**config.mk**
```make
export PLATFORM = sky130hd
export DESIGN_NAME = dsp_fetch_unit
export DESIGN_NICKNAME = d
export VERILOG_FILES = /design/src/rtl/dsp_fetch_unit.sv
export SDC_FILE = /design/constraint.sdc
export NUM_CORES = 1
export LEC_CHECK = 0
export CORE_AREA = 3 3 80 82
export CTS_BUF_LIST = sky130_fd_sc_hd__clkbuf_16
export CTS_CLUSTER_SIZE = 12
export DETAILED_ROUTE_END_ITERATION = 12
export DIE_AREA = 0 0 83 85
export GPL_TIMING_DRIVEN = 0
export PLACE_DENSITY = 0.72
export SYNTH_ARGS = -nofsm -noshare
export SYNTH_HDL_FRONTEND = slang
export SYNTH_SLANG_ARGS = --single-unit
```
**constraint.sdc**
```tcl
create_clock -name clk -period 1.37 [get_ports clk]
set_input_delay 0.137 -clock clk [delete_from_list [all_inputs] [get_ports clk]]
set_output_delay 0.137 -clock clk [all_outputs]
set_load 0.01 [all_outputs]
```
**src/rtl/dsp_fetch_unit.sv**
```systemverilog
`default_nettype none
// ============================================================================
// Module      : dsp_fetch_unit
// Description : Instruction fetch / program-counter unit for the DSP core.
//               It owns the PC and reads instruction words from instruction
//               memory over a req/ack handshake. It issues one instruction at
//               a time to the decoder, which can hold it off with stall.
//               Taken jumps from the branch unit redirect the PC. A jump
//               squashes any instruction that is in flight or being held.
//               halt parks the unit until the next reset.
// Ports       :
//   clk          in   1        core clock, rising edge
//   rst          in   1        synchronous active-high reset
//   jump_flag    in   1        taken jump this cycle (branch unit)
//   jump_addr    in   ADDR_W   jump target, valid with jump_flag
//   stall        in   1        decoder cannot accept instr this cycle
//   halt         in   1        stop fetching, sticky until rst
//   imem_req     out  1        memory read request
//   imem_addr    out  ADDR_W   memory read address, stable while imem_req=1
//   imem_ack     in   1        read data valid
//   imem_data    in   INSTR_W  read data, sampled when imem_ack=1
//   instr        out  INSTR_W  instruction to decoder
//   instr_pc     out  ADDR_W   address of instr
//   instr_valid  out  1        instr/instr_pc valid, held until consumed
//   pc_wrap      out  1        one-cycle pulse after PC wraps all-ones -> 0
//   halted       out  1        unit is parked in HALTED
// Revision    : 1.0  initial release
// ============================================================================
module dsp_fetch_unit #(
    parameter int          ADDR_W   = 10,
    parameter int          INSTR_W  = 16,
    parameter logic [ADDR_W-1:0] RESET_PC = '0
) (
    input  logic               clk,
    input  logic               rst,
    input  logic               jump_flag,
    input  logic [ADDR_W-1:0]  jump_addr,
    input  logic               stall,
    input  logic               halt,
    output logic               imem_req,
    output logic [ADDR_W-1:0]  imem_addr,
    input  logic               imem_ack,
    input  logic [INSTR_W-1:0] imem_data,
    output logic [INSTR_W-1:0] instr,
    output logic [ADDR_W-1:0]  instr_pc,
    output logic               instr_valid,
    output logic               pc_wrap,
    output logic               halted
);

    // ------------------------------------------------------------------
    // State encoding
    // ------------------------------------------------------------------
    localparam logic [1:0] c_ST_START  = 2'd0;
    localparam logic [1:0] c_ST_FETCH  = 2'd1;
    localparam logic [1:0] c_ST_ISSUE  = 2'd2;
    localparam logic [1:0] c_ST_HALTED = 2'd3;

    localparam logic [ADDR_W-1:0] c_PC_ONE  = {{(ADDR_W-1){1'b0}}, 1'b1};
    localparam logic [ADDR_W-1:0] c_PC_ONES = {ADDR_W{1'b1}};

    // ------------------------------------------------------------------
    // Registers
    // ------------------------------------------------------------------
    logic [1:0]         state_q,     state_d;
    logic [ADDR_W-1:0]  pc_q,        pc_d;
    // squash_q: the outstanding request has been overtaken by a jump; its
    // ack is to be thrown away. hold_addr_q keeps the address of that
    // request on imem_addr because the address may not move before ack.
    logic               squash_q,    squash_d;
    logic [ADDR_W-1:0]  hold_addr_q, hold_addr_d;
    // gap_q: an ack was just discarded; keep req low for one cycle so the
    // memory sees a clean new request at the redirected PC.
    logic               gap_q,       gap_d;
    logic [INSTR_W-1:0] instr_q,     instr_d;
    logic [ADDR_W-1:0]  instr_pc_q,  instr_pc_d;
    logic               valid_q,     valid_d;
    logic               wrap_q,      wrap_d;

    logic               w_req;
    logic               w_ack;

    // ------------------------------------------------------------------
    // Memory-side outputs
    // ------------------------------------------------------------------
    assign w_req     = (state_q == c_ST_FETCH) && !gap_q;
    // An ack only counts while a request is actually up; stray acks in
    // START, ISSUE, HALTED or the gap cycle are ignored.
    assign w_ack     = w_req && imem_ack;

    assign imem_req  = w_req;
    assign imem_addr = squash_q ? hold_addr_q : pc_q;

    // ------------------------------------------------------------------
    // Decoder-side outputs
    // ------------------------------------------------------------------
    assign instr       = instr_q;
    assign instr_pc    = instr_pc_q;
    assign instr_valid = valid_q;
    assign pc_wrap     = wrap_q;
    assign halted      = (state_q == c_ST_HALTED);

    // ------------------------------------------------------------------
    // Next-state logic
    // ------------------------------------------------------------------
    always_comb begin
        state_d     = state_q;
        pc_d        = pc_q;
        squash_d    = squash_q;
        hold_addr_d = hold_addr_q;
        gap_d       = 1'b0;
        instr_d     = instr_q;
        instr_pc_d  = instr_pc_q;
        valid_d     = valid_q;
        wrap_d      = 1'b0;

        case (state_q)
            c_ST_START: begin
                if (jump_flag) begin
                    pc_d = jump_addr;
                end
                state_d = c_ST_FETCH;
            end

            c_ST_FETCH: begin
                if (w_ack) begin
                    if (squash_q || jump_flag) begin
                        // Returned word belongs to a path that has been
                        // redirected: drop it and refetch after the gap.
                        squash_d = 1'b0;
                        gap_d    = 1'b1;
                        if (jump_flag) begin
                            pc_d = jump_addr;
                        end
                    end else begin
                        instr_d    = imem_data;
                        instr_pc_d = pc_q;
                        valid_d    = 1'b1;
                        state_d    = c_ST_ISSUE;
                    end
                end else if (jump_flag) begin
                    pc_d = jump_addr;
                    // Only the first jump over a live request captures its
                    // address; later jumps just retarget the PC.
                    if (w_req && !squash_q) begin
                        squash_d    = 1'b1;
                        hold_addr_d = pc_q;
                    end
                end
            end

            c_ST_ISSUE: begin
                if (jump_flag) begin
                    // Held instruction is on the wrong path, stall or not.
                    valid_d = 1'b0;
                    pc_d    = jump_addr;
                    state_d = c_ST_FETCH;
                end else if (!stall) begin
                    valid_d = 1'b0;
                    pc_d    = pc_q + c_PC_ONE;
                    wrap_d  = (pc_q == c_PC_ONES);
                    state_d = c_ST_FETCH;
                end
            end

            c_ST_HALTED: begin
                valid_d = 1'b0;
            end

            default: begin
                state_d = c_ST_START;
            end
        endcase

        // halt overrides jump and stall in every state; any outstanding
        // request is simply abandoned.
        if (halt) begin
            state_d  = c_ST_HALTED;
            valid_d  = 1'b0;
            squash_d = 1'b0;
            gap_d    = 1'b0;
            wrap_d   = 1'b0;
        end
    end

    // ------------------------------------------------------------------
    // Sequential
    // ------------------------------------------------------------------
    always_ff @(posedge clk) begin
        if (rst) begin
            state_q     <= c_ST_START;
            pc_q        <= RESET_PC;
            squash_q    <= 1'b0;
            hold_addr_q <= RESET_PC;
            gap_q       <= 1'b0;
            instr_q     <= '0;
            instr_pc_q  <= '0;
            valid_q     <= 1'b0;
            wrap_q      <= 1'b0;
        end else begin
            state_q     <= state_d;
            pc_q        <= pc_d;
            squash_q    <= squash_d;
            hold_addr_q <= hold_addr_d;
            gap_q       <= gap_d;
            instr_q     <= instr_d;
            instr_pc_q  <= instr_pc_d;
            valid_q     <= valid_d;
            wrap_q      <= wrap_d;
        end
    end

endmodule
`default_nettype wire

```
Yosys cells after proc, flatten, opt, wreduce, memory -nomap -nowiden:

Index checks and enable logic that the tools add are counted.

* bits of input ports: 32
* word-level logic and storage cells: 70
* output and inout port bits: 40
* register bits: 52

* bitwise operators: 4
* equality and inequality tests: 12
* add/subtract/negate cells: 1
* reductions and logical operators: 21
* muxes and demuxes: 23

Operator list (count)
* $mux 10: 6
* $pmux 10 s3: 1
* $reduce_and 4->1: 4
* $add 10x1->10 const B: 1
* $eq 10x10->1 const B: 1
* $mux 2: 5
* $mux 1: 9
* $ne 3x3->1 const B: 3
* $pmux 2 s3: 1
* $reduce_and 3->1: 2
* $reduce_bool 3->1: 2
* $reduce_or 5->1: 1
* $eq 2x2->1 const B: 2
* $ne 2x2->1 const B: 2
* $ne 4x4->1 const B: 1
* $not 1->1: 4
* $reduce_bool 2->1: 2
* $reduce_bool 4->1: 1
* $reduce_or 4->1: 1
* $logic_and 1x1->1: 3
* $ne 3x2->1 const B: 1
* $pmux 1 s3: 1
* $eq 2x1->1 const B: 1
* $logic_not 1->1: 2
* other kinds (4): 4

Depth between registers and ports, before layout:

Gate-level depths: netlist (run 1).

* word-level depth: 6
* gate-level depth with buffers: 6
* gate-level depth less buffers: 5

Least setup slack after synthesis (run 1):

OpenSTA, ideal clock, no wires.

* path type: register -> register
* start: register state_q[0]
* end: register state_q[0]
* path slack: -0.155 ns
* library setup time: 0.128 ns
* required time: 1.242 ns
* period minus slack after synthesis: 1.525 ns
* path buffers: 1
* stages on the path, launching flop included: 6
* arrival: 1.398 ns
* path through: dfxtp_1 -> nor3b_4 -> nand3_1 -> clkbuf_1 -> a21oi_1 -> nor2_1

* longest elaborated chain between the ends: 5
* elaborated cells on any way between the ends: 12
* those cells by class: 5 x eq/ne; 2 x mux; 5 x reduce/logical

Ends and longest elaborated chain
* start, declared: line 65 `logic [1:0] state_q, state_d;`
* start signal, assigned: line 191 `state_q <= c_ST_START;`
* start signal, assigned: line 201 `state_q <= state_d;`
* $eq 2x1->1: line 86 `assign w_req = (state_q == c_ST_FETCH) && !gap_q;`
* $logic_and 1x1->1: line 86
* named net imem_req: line 40 `output logic imem_req,`
* $logic_and 1x1->1: line 89 `assign w_ack = w_req && imem_ack;`
* $ne 3x3->1 (no line)
* $reduce_and 4->1 (no line)

The timed path passes the listed nets, and every way through them passes these cells.
A chain may end at the register's enable or synchronous reset.

Worst setup path in the final report (run 1):

* start: register state_q[1]
* end: register pc_q[5]

* longest elaborated chain between the ends: 5
* elaborated cells on any way between the ends: 11
* those cells by class: 4 x eq/ne; 2 x mux; 5 x reduce/logical

Ends and longest elaborated chain
* $eq 2x1->1: line 86, 117
* $logic_and 1x1->1: line 86
* $logic_and 1x1->1: line 89
* $ne 3x2->1 (no line) / $mux 10 (equally long branches)
* $reduce_and 3->1 (no line) / $pmux 10 s3 (equally long branches)
* end signal, assigned: line 202 `pc_q <= pc_d;`
* end, declared: line 66 `logic [ADDR_W-1:0] pc_q, pc_d;`

Several ways; a longest one is shown, not always the timed one.

==> impl_metrics.py, run 1 <==
metrics = {
    "run_status": {
        "status": "finished with violations",
        "violations": "setup timing",
    },
    "power": {
        "p_leak_nw": 1.60,
        "p_sw_frac": 0.255,
        "powerDensity_mw_per_mm2": 891,
        "p_sw_w": 0.000899,
        "sequentialPowerShare": 0.462,
        "finalPower_w": 0.00352,
        "pwr-share-comb": 0.204,
        "ir_drop_mv": 0.528,
        "power.share.clock": 0.334,
        "p_int_w": 0.00262,
    },
    "layout": {
        "n_antenna_cell": 0,
        "fin_util": 0.680,
        "syn2layout_area_growth_pct": 73.7,
        "layout.nets": 414,
        "instances_no_fill": 456,
        "final_area_mm2": 0.00395,
        "drive_above_1_share": 0.378,
    },
    "timing": {
        "period_minus_slack_ps": 1540,
        "fin_crit_sh": 1.13,
        "worst_slew_pin_slew_ps": 678,
        "clock_skew_ps": 4.30,
        "rsz0062_at_grt": "true",
        "worst_slack_ps": -174,
        "fmax_mhz": 647,
        "setup_violations": 42,
        "slew_viol_final": 0,
        "setup_tns_ps": -3240,
        "slew_headroom": 0.548,
        "hold_viol": 0,
    },
    "yosys": {
        "synth_area_per_cell_um2": 8.40,
        "synthFlopType": "dfxtp_1",
        "synth.area.top_cells": "dfxtp_1 46%, nand2_1 10%, a21oi_1 9.0%, mux2_2 4.9%, mux2i_1 4.8%",
        "yosysMostFrequentCell": "nand2_1",
        "yosys.area.top_type_share": 0.457,
        "yosysSeqAreaShare": 0.457,
        "synth_cell_types": 40,
        "yosysTopAreaCell": "dfxtp_1",
        "netlist_instances": 271,
        "async_reset_ff_frac": 0,
        "yosys_warnings": 0,
        "synth-seq-cells": 52,
        "syn_area_mm2": 0.00228,
        "synth-edff-count": 0,
        "syn_nets": 304,
        "synth_common_cells": "61 x nand2_1, 52 x dfxtp_1, 41 x a21oi_1",
    },
    "clock_network": {
        "h-tree-depth": 2,
        "hold_buffers": 0,
        "clock_latency_ps": 280,
        "clk_path_buf_depth": 2,
        "cts_buffers": 5,
        "clock-sinks": 52,
        "root_buffer": "clkbuf_16",
        "cts_tree": "done",
        "clkSlewWorstSetupHoldPaths_ps": 60,
    },
    "floorplanning": {
        "num_rows": 28,
        "die_w_um": 83,
        "io_pins": 72,
        "die_h_um": 85,
        "core_mm2": 0.00582,
        "initial_utilization": 0.391,
        "fp.dieArea_mm2": 0.00706,
    },
    "global_routing": {
        "grt_pass1_wl_um": 10800,
        "grt_usage": 0.188,
        "antenna_found_initial": 0,
        "grt_max_degree": 15,
        "grt_overflow_total": 0,
        "grt_pass1_vias": 2290,
    },
    "worst_setup_path": {
        "critPathSlowestCell": "or3b_4",
        "worstPathMaxFanout": 6,
        "cp-end-kind": "flip-flop",
        "cpMostUsedCell": "buf_8",
        "cp-start-kind": "flip-flop",
        "path_cells": "or3b_4 > buf_8 > buf_8 > a31oi_2 > o21ai_1 > a21oi_1",
        "critPathKind": "flip-flop to flip-flop",
        "r2r_setup_slack_ps": -170,
        "worstPathRequired_ps": 1580,
        "path_delay_family": "simple AND/OR/NAND/NOR gates",
        "arrival_ps": 1750,
        "cp_num_buf_inv": 2,
        "slowest_delay_ps": 420,
    },
    "placed_design": {
        "gp_congestion": 0.824,
        "dp_cells": 416,
        "port_buffers": 70,
        "dpl-instance-area_mm2": 0.00314,
        "hpwl_um": 4300,
    },
    "routing": {
        "drt-total-wl_um": 7140,
        "drc_errors": 0,
        "final_antenna_net_count": 0,
        "vias_per_cell": 5.19,
        "vias": 2365,
        "wl_met1_um": 3120,
        "met3_length_um": 346,
        "wire_per_inst_um": 15.7,
        "dr.max_layer_used": "met4",
        "route.met2.wl_um": 3590,
        "firstDrtPassIters": 4,
        "drt_iter0_drc": 77,
    },
    "flow_run": {
        "drv_cap": 0,
    },
    "hold_path": {
        "hp-class": "input port to flip-flop",
    },
}
-- worst paths after layout --
check,start,to,cells after the start
setup reg to reg,state_q[1],pc_q[5],6
setup / recovery,state_q[1],pc_q[5],6
hold / removal,rst,instr_valid,2
hold reg to reg,instr[1],instr[1],2
-- layout make-up --
| cell class | instances | area [um2] |
|---|---|---|
| multi-input combinational | 197 | 1420 |
| fill | 457 | 1860 |
| tap | 75 | 93.8 |
| buffer | 16 | 141 |
| sequential | 52 | 1070 |
| clock inverter | 2 | 7.51 |
| inverter | 2 | 7.51 |
| clock buffer | 5 | 125 |
| timing repair buffer | 107 | 1080 |
-- cells in the final DEF (no fill, tap or decap), drive strengths merged --
cell,instances
a2111oi,2
a211oi,3
a21boi,1
a21o,3
a21oi,41
a311oi,1
a31oi,2
a41o,1
and2,3
and3,3
and4,2
buf,55
clkbuf,14
clkdlybuf4s50,57
clkinv,2
dfxtp,52
dlygate4sd2,2
ha,1
inv,2
mux2,10
mux2i,11
nand2,61
nand2b,4
nand3,5
nand4,2
nand4b,2
nor2,17
nor2b,1
nor3,2
nor3b,3
nor4,2
nor4b,1
o21a,1
o21ai,9
o32ai,1
or3b,1
or4,1
-- stage by stage --
step                hold WS (ps)  worst slack, ps
floorplan                    212            -43.0
global placement             442             -556
detailed placement           446             -565
CTS                          313             -154
global route                 354             -204
finish                       356             -174
-- sequential cells by signal, indices dropped and copies added (netlist names) --
register	flops
instr_pc	10
pc_q	10
hold_addr_q	10
pc_wrap	1
instr_valid	1
squash_q	1
state_q	2
instr	16
gap_q	1
-- kinds of logic after synthesis --
logic type	count (synthesis)	share of synthesized area
buffers and inverters	22	0.0434
AND/OR/NAND/NOR	110	0.231
flip-flops	52	0.457
multiplexers	21	0.0979
adder cells (fa/ha/maj)	1	0.00550
AO/OA/AOI/OAI	65	0.164
-- layer usage --
layer | vias up | track usage
met3 | 8 | 0.0398
met4 | 0 | 0.0565
met1 | 1119 | 0.227
met5 | - | 0
li1 | 1159 | -
met2 | 79 | 0.335
-- repair_timing --
action                                  in CTS  in global routing
resized for setup                          128                 56
endpoints found under the setup margin      56                 61
pin swaps                                   24                 24
gates cloned                                 6                  0
setup buffers                               17                 16
-- power by group through the flow --
stage	Sequential (W)	Clock, W	Combinational [W]
2_1_floorplan	0.00165	0	0.000255
3_3_place_gp	0.00166	0	0.000499
3_5_place_dp	0.00166	0	0.000504
4_1_cts	0.00162	0.00119	0.000633
5_1_grt	0.00163	0.00126	0.000765
6_report	0.00163	0.00118	0.000719
(Power assumes the default switching activity.)
==> run 2: changes to the inputs <==
- CORE_AREA: 3 3 80 82 -> 3 3 79 81
- DIE_AREA: 0 0 83 85 -> 0 0 82 84
- MAX_ROUTING_LAYER: not set -> met4
- PLACE_DENSITY: 0.72 -> 0.73
==> run 2 against run 1 <==
  * The run still ends with setup timing left
  * Hold slack better by 5.6 ps
  * Register-to-register slack is essentially flat
  * First-iteration DRC count up 74%
  * Wire length grew 4.0%
  * Final area is 1.4% higher
  * Via count grew 0.51%
  * Largest power group unchanged
  * Critical path depth grew 2
  * Non-clock buffer count is 8 lower
==> impl_metrics.py, run 2 (synthesis gave the netlist of run 1 again) <==
metrics = {
    "run_status": {
        "status": "finished with violations",
        "violations": "setup timing",
    },
    "power": {
        "p_sw_w": 0.000951,
        "pwr-share-comb": 0.199,
        "sequentialPowerShare": 0.456,
        "power.share.clock": 0.345,
        "p_leak_nw": 1.62,
        "p_sw_frac": 0.265,
        "p_int_w": 0.00263,
        "ir_drop_mv": 0.545,
        "finalPower_w": 0.00358,
        "powerDensity_mw_per_mm2": 894,
    },
    "layout": {
        "layout_commonest_cell": "clkdlybuf4s50_1",
        "nFillCells": 379,
        "syn2layout_area_growth_pct": 76.2,
        "seqCellArea_mm2": 0.00106,
        "instances_no_fill": 446,
        "layout.nets": 406,
        "mostFrequentLayoutCells": "55 x clkdlybuf4s50_1, 46 x nand2_1, 43 x dfxtp_1",
        "n_antenna_cell": 0,
        "multi_input_area_mm2": 0.00149,
        "drive_above_1_share": 0.369,
        "largest_register_ffs": 16,
    },
    "floorplanning": {
        "initial_utilization": 0.411,
        "core_mm2": 0.00554,
        "die_w_um": 82,
        "io_pins": 72,
        "die_h_um": 84,
        "num_rows": 27,
        "fp.dieArea_mm2": 0.00689,
    },
    "routing": {
        "firstDrtPassIters": 4,
        "met3_length_um": 504,
        "drc_errors": 0,
        "wl_met1_um": 3140,
        "drt_iter0_drc": 134,
        "route.met2.wl_um": 3690,
        "wire_per_inst_um": 16.6,
        "vias_per_cell": 5.33,
        "drt-total-wl_um": 7420,
        "final_antenna_net_count": 0,
        "vias": 2377,
        "dr.max_layer_used": "met4",
    },
    "worst_setup_path": {
        "cp-start-kind": "flip-flop",
        "slowest_delay_ps": 390,
        "path_cells": "nor3b_4 > buf_12 > and3_4 > buf_12 > buf_12 > buf_16 > nand2_4 > a21oi_2",
        "critPathSlowestCell": "dfxtp_4",
        "cpMostUsedCell": "buf_12",
        "arrival_ps": 1770,
        "worstPathRequired_ps": 1590,
        "critPathKind": "flip-flop to flip-flop",
        "worstPathMaxFanout": 6,
        "cp-end-kind": "flip-flop",
    },
    "timing": {
        "fmax_mhz": 647,
        "slew_viol_final": 0,
        "period_minus_slack_ps": 1550,
        "worst_slack_ps": -177,
        "slew_headroom": 0.549,
        "hold_viol": 0,
        "fin_crit_sh": 1.13,
        "setup_violations": 59,
        "clock_skew_ps": 8.50,
        "worst_slew_pin_slew_ps": 676,
        "rsz0062_at_grt": "true",
    },
    "clock_network": {
        "clock_latency_ps": 290,
        "clk_path_buf_depth": 2,
        "clkSlewWorstSetupHoldPaths_ps": 70,
        "hold_buffers": 0,
        "h-tree-depth": 2,
        "clock-sinks": 52,
        "root_buffer": "clkbuf_16",
        "cts_buffers": 5,
        "cts_tree": "done",
    },
    "global_routing": {
        "grt_overflow_total": 0,
        "grt_pass1_vias": 2387,
        "grt_max_degree": 17,
        "antenna_found_initial": 0,
        "grt_usage": 0.216,
        "grt_pass1_wl_um": 11500,
    },
    "placed_design": {
        "port_buffers": 70,
        "dp_cells": 413,
        "hpwl_um": 4300,
        "gp_congestion": 0.842,
    },
    "hold_path": {
        "hp-class": "input port to flip-flop",
    },
    "flow_run": {
        "drv_cap": 0,
    },
}
run 2: cell types whose count changed in the layout (fill, tap and decap cells not counted), sizes merged:
| cell | delta |
|---|---|
| clkdlybuf4s50 | -2 |
| clkinv | -1 |
| inv | +1 |
| clkbuf | -1 |
| clkinvlp | +1 |
| dlymetal6s2s | +2 |
| buf | -7 |
run 2: power by group through the flow:
| stage | clock network, W | registers, W | logic (W) |
|---|---|---|---|
| 5_1_grt | 0.00131 | 0.00164 | 0.000761 |
| 3_5_place_dp | 0 | 0.00166 | 0.000505 |
| 4_1_cts | 0.00124 | 0.00162 | 0.000614 |
| 2_1_floorplan | 0 | 0.00165 | 0.000255 |
| 6_report | 0.00124 | 0.00163 | 0.000714 |
| 3_3_place_gp | 0 | 0.00166 | 0.000499 |
run 2: layer usage:
layer | up-vias | global-route usage
li1 | 1150 | -
met1 | 1128 | 0.260
met2 | 89 | 0.358
met3 | 10 | 0.0508
met4 | 0 | 0.0604
met5 | - | -
run 2: repair_timing:
action | 4_1_cts | 5_1_grt
endpoints found under the setup margin | 56 | 64
setup buffers | 15 | 5
cloned | 5 | 2
gates resized for setup | 108 | 79
pin swaps | 4 | 38
run 2: layout make-up:
type | count | area share
Timing Repair Buffer | 96 | 0.254
Tap cell | 72 | 0.0225
Inverter | 2 | 0.00187
Buffer | 19 | 0.0474
Clock inverter | 3 | 0.00499
Multi-Input combinational cell | 197 | 0.372
Clock buffer | 5 | 0.0312
Sequential cell | 52 | 0.266
run 2: critical path, delay by kind of cell (launching register included):
kind / cells / cell delay [ps]
buffers and inverters: 4 / 480
AO/OA/AOI/OAI: 1 / 140
flip-flops: 1 / 390
AND/OR/NAND/NOR: 3 / 480
run 2: through the flow:
| step | hold WS (ps) | setup slack [ps] | util | cell area, um2 | setup TNS [ps] |
|---|---|---|---|---|---|
| 2_1_floorplan | 212 | -43.0 | - | 2340 | -114 |
| 3_3_place_gp | 442 | -551 | 0.566 | 3140 | -21780 |
| 3_5_place_dp | 447 | -603 | 0.566 | 3140 | -22450 |
| 4_1_cts | 317 | -139 | 0.664 | 3680 | -3750 |
| 5_1_grt | 361 | -253 | 0.724 | 4010 | -8480 |
| 6_report | 362 | -177 | 0.724 | 4010 | -5220 |
run 2: path summary, 6_finish.rpt:
check,startpoint,to,slack (ps),cells past startpoint
hold / removal,rst,instr_valid,360,2
hold reg to reg,instr[3],instr[3],450,2
setup / recovery,state_q[0],instr[2],-180,8
setup reg to reg,state_q[0],instr[2],-180,8
